$ cat config.mk
export PLATFORM = sky130hd
export DESIGN_NAME = crc8_ser
export DESIGN_NICKNAME = d
export VERILOG_FILES = /design/src/rtl/crc8_ser.sv
export SDC_FILE = /design/constraint.sdc
export NUM_CORES = 1
export LEC_CHECK = 0
export CORE_AREA = 2 2 39 41
export CTS_CLUSTER_SIZE = 40
export DETAILED_ROUTE_END_ITERATION = 10
export DIE_AREA = 0 0 41 43
export PLACE_DENSITY_LB_ADDON = 0.05
export SLEW_MARGIN = 20
export SYNTH_ARGS = -nofsm -noshare
export SYNTH_HDL_FRONTEND = slang
export SYNTH_SLANG_ARGS = --single-unit
$ cat constraint.sdc
create_clock -name clk -period 2.2 [get_ports clk]
set_clock_uncertainty 0.05 [all_clocks]
set_input_delay 0.22 -clock clk [delete_from_list [all_inputs] [get_ports clk]]
set_output_delay 0.22 -clock clk [all_outputs]
set_load 0.01 [all_outputs]
$ cat src/rtl/crc8_ser.sv
// Bit-serial CRC-8 engine (MSB-first) with a start/last framed protocol.
// Optional receive-side residue check on crc_ok when CRC8_SER_CHECK_EN is defined.
module crc8_ser #(
  parameter logic [7:0] POLY = 8'h07,
  parameter logic [7:0] INIT = 8'h00
) (
  input  logic       clk,
  input  logic       rst_n,
  input  logic       start,
  input  logic       bit_in,
  input  logic       bit_valid,
  input  logic       last,
  output logic       busy,
  output logic [7:0] crc_out,
  output logic       crc_valid
`ifdef CRC8_SER_CHECK_EN
  ,
  output logic       crc_ok
`endif
);

  typedef enum logic [1:0] {
    IDLE = 2'd0,
    RUN  = 2'd1,
    DONE = 2'd2
  } state_t;

  state_t     state, state_next;
  logic [7:0] crc, crc_next;

  function automatic logic [7:0] crc_step(input logic [7:0] cur, input logic b);
    logic fb;
    fb = cur[7] ^ b;
    return {cur[6:0], 1'b0} ^ (fb ? POLY : 8'h00);
  endfunction

  always_comb begin
    // NOTE: defaults first so every path assigns both outputs; no latches.
    state_next = state;
    crc_next   = crc;
    unique case (state)
      IDLE: begin
        if (start) begin
          state_next = RUN;
          crc_next   = INIT;
        end
      end
      RUN: begin
        // start wins over a coincident bit, which is dropped
        if (start) begin
          crc_next = INIT;
        end else if (bit_valid) begin
          crc_next = crc_step(crc, bit_in);
          if (last) state_next = DONE;
        end
      end
      DONE: begin
        if (start) begin
          state_next = RUN;
          crc_next   = INIT;
        end else begin
          state_next = IDLE;
        end
      end
      default: begin
        state_next = IDLE;
        crc_next   = INIT;
      end
    endcase
  end

  // NOTE: sequential state uses non-blocking assignments only.
  always_ff @(posedge clk or negedge rst_n) begin
    if (!rst_n) begin
      state <= IDLE;
      crc   <= INIT;
    end else begin
      state <= state_next;
      crc   <= crc_next;
    end
  end

  assign busy      = (state != IDLE);
  assign crc_valid = (state == DONE);
  assign crc_out   = crc;

`ifdef CRC8_SER_CHECK_EN
  // Registered alongside the DONE transition so it lines up with crc_valid.
  always_ff @(posedge clk or negedge rst_n) begin
    if (!rst_n) begin
      crc_ok <= 1'b0;
    end else begin
      crc_ok <= (state_next == DONE) && (crc_next == 8'h00);
    end
  end
`endif

endmodule

==> impl_metrics.tcl, run 1 <==
set metrics [dict create \
    status "finished, final reports clean" \
    grt-ovfl-total 0 \
    syn_nets 39 \
    path_cells "or2_2 > clkdlybuf4s50_1" \
    hold_buffers 0 \
    critPathArrivalTime_ns 1.49 \
    clock-sinks 10 \
    synth.avg_cell_area_um2 12.89 \
    first_iter_violations 3 \
    setup_viol 0 \
    crit_buf_inv 1 \
    synth.area.top_cells "dfrtp_1 (59%), a22o_1 (14%), xnor2_1 (6.2%), a21oi_1 (3.5%), a21bo_2 (2.4%)" \
    yosysTopAreaCell "dfrtp_1" \
    yosys_warnings 0 \
    route.met3.wl_um 70 \
    die_w_um 41 \
    area_delta_synth_final_pct 48.53 \
    maxCapViolations 0 \
    r2r-start "state[1]" \
    timing.slew.headroom_pct 66.39 \
    drv_slew 0 \
    grt_pass1_wl_um 1352 \
    antenna_found_initial 0 \
    p_leak_nw 0.2710 \
    clockPowerShare_pct 38.2 \
    synth_cell_types 14 \
    clk_pin_slew_ns 0.06 \
    htreeDepth 1 \
    hold_violations 0 \
    diodes 0 \
    synth_sequential_area_ratio_pct 58.82 \
    clk-insertion-delay-late_ns 0.26 \
    syn_area_um2 425.4 \
    dpl.hpwl_um 645.3 \
    first_pass_iters 2 \
    power_density_mw_per_mm2 668.8 \
    finalNetCount 59 \
    synth-simple-area-share_pct 12.65 \
    synthCells 33 \
    clock-root-buffer "clkbuf_4" \
    worstPathMaxFanout 7 \
    rr_worst_depth 3 \
    port_buffers 15 \
    place_inst 64 \
    grt_use_total_pct 12.30 \
    met2_length_um 405 \
    synthMuxAreaShare_pct 0 \
    post_cts_buffers 0 \
    drtAntennaViolNets 0 \
    power_frac_comb_pct 14.1 \
    cts_tree "built" \
    fin_setup_tns_ns 0 \
    power_switching_w 0.00009637 \
    synthAdderAreaFrac_pct 0 \
    synth_edf_count 0 \
    dr.max_layer_used "met4" \
    viasPerCell 4.853 \
    synth_top_area_share_pct 58.82 \
    hold_class "input pin to async pin" \
    max_freq_mhz 567.8 \
    grt_pass1_vias 298 \
    wl_um 859 \
    period_share_pct 80.05 \
    die_y_um 43 \
    cp-start-kind "flip-flop" \
    die_area_mm2 0.001763 \
    io_pins 16 \
    synth-main-ff-cell "dfrtp_1" \
    synth_compound_area_share_pct 22.35 \
    grt_max_degree 11 \
    post-route-drc-count 0 \
    max-vdd-ir-drop_v 0.0003271 \
    clockBufferDepth 2 \
    cts-resized-gates 0 \
    crit_type "flip-flop to primary output" \
    rows 14 \
    rrSetupSlack_ns 0.90 \
    synth_top_family_by_area "compound AO/OA/AOI/OAI gates" \
    cts_made_buffers 3 \
    sw_frac_of_total_pct 22.80 \
    vias 330 \
    wire_per_inst_um 12.63 \
    p_seq_share_pct 47.7 \
    crit_slowest_cell "clkdlybuf4s50_1" \
    rr_endpoint "crc_out[1]" \
    rsz0062_at_grt "false" \
    gp_congestion 0.6227 \
    final_cells 68 \
    core_area_mm2 0.001384 \
    crit_path_end_kind "primary output" \
    synthArstFlopShare_pct 100.0 \
    required_ns 1.93 \
    power.internal_w 0.0003262 \
    synth_seq_cells 10 \
    wl_met1_um 364 \
    worst_slew_pin_slew_ns 0.5014 \
    drive_above_1_share_pct 19.23 \
    cp_slowest_stage_delay_ns 0.47 \
    start_util_pct 30.74 \
    fin_crit_ns 1.761 \
    cp_top_family "buffers and inverters" \
    yosys.cell_count.top_type "dfrtp_1" \
    synth-xor-area-share_pct 6.176 \
    synth_common_cells "dfrtp_1 (10), a22o_1 (7), a21oi_1 (3), xnor2_1 (3)" \
]
## cell type report
| class | instances | area [um2] |
|---|---|---|
| Fill cell | 142 | 752.0 |
| Sequential cell | 10 | 250.2 |
| Multi-Input combinational cell | 23 | 175.2 |
| Timing Repair Buffer | 15 | 150.1 |
| Clock buffer | 4 | 36.28 |
| Tap cell | 16 | 20.02 |
## through the flow
stage	utilization, %	area (um2)	setup slack [ns]	hold slack [ns]	total power, W
2_1_floorplan	-	425.4	1.022	-0.1256	0.0002307
3_3_place_gp	43.04	595.6	0.6977	0.4676	0.0002639
3_5_place_dp	43.04	595.6	0.6648	0.4695	0.0002653
4_1_cts	45.66	631.9	0.4245	0.2319	0.0004274
5_1_grt	45.66	631.9	0.3816	0.2547	0.0004480
6_report	45.66	631.9	0.4388	0.2136	0.0004226
## state kept, by name (all words and copies together), names as in the netlist
register and cells:
crc_out 8, state 2
## worst register-to-register path, delay by kind of cell, from the launching register on
kind            cells  cell delay [ns]
simple gates        1             0.28
compound gates      2             0.48
flops               1             0.43
## per-layer routing
layer  vias to the layer above  track usage [%]
li1                        160                -
met1                       152            16.39
met2                        14            15.94
met3                         4            3.141
met4                         0            10.00
met5                         -                0
## how the worst max path moves through the flow
stage	to	from	depth (start not counted)	slack, ns
4_1_cts	busy	state[0]	2	0.42
5_1_grt	busy	state[0]	2	0.38
2_1_floorplan	crc_out[1]	state[1]	3	1.02
3_5_place_dp	crc_out[2]	bit_valid	4	0.66
3_3_place_gp	crc_out[2]	bit_valid	4	0.70
6_report	busy	state[0]	2	0.44
## cells by family (layout without fill, tap and decap cells)
family,Yosys count,after routing
compound gates,12,12
xor+xnor,3,3
buf+inv,0,19
flops,10,10
simple gates,8,8
## cells in the final DEF (no fill, tap or decap)
| cell | count |
|---|---|
| clkdlybuf4s50_1 | 15 |
| dfrtp_1 | 10 |
| a22o_1 | 7 |
| xnor2_1 | 3 |
| a21oi_1 | 3 |
| clkbuf_4 | 3 |
| and2b_2 | 1 |
| or2_2 | 1 |
| nand2_2 | 1 |
| nor3_2 | 1 |
| or2_1 | 1 |
| a21oi_2 | 1 |
| and2_1 | 1 |
| or3_1 | 1 |
| a21bo_2 | 1 |
| nand2_1 | 1 |
| clkbuf_8 | 1 |
## power by group through the flow
stage	Combinational, W	Clock [W]	Sequential (W)
6_report	0.0000596	0.000162	0.000201
5_1_grt	0.0000657	0.000180	0.000202
4_1_cts	0.0000609	0.000165	0.000201
3_5_place_dp	0.0000603	0	0.000205
3_3_place_gp	0.0000599	0	0.000204
2_1_floorplan	0.0000256	0	0.000205
Note: power is estimated with default switching activity, not from simulation.
==> run 2: changes to the inputs <==
Clock period 2.2 ns to 1.8 ns, I/O delays scaled along.
==> results of run 2 <==
Same layout as run 1 (identical final DEF). Status: finished, final reports clean.
Main changes from that run: setup slack after placement 0.6648 ns -> 0.3048 ns; setup slack after layout 0.4388 ns -> 0.07882 ns; hold slack 0.2136 ns -> 0.1736 ns; register-to-register setup slack 0.90 ns -> 0.50 ns; total power 0.0004226 W -> 0.0005165 W; worst IR drop on VDD 0.0003271 V -> 0.0003998 V
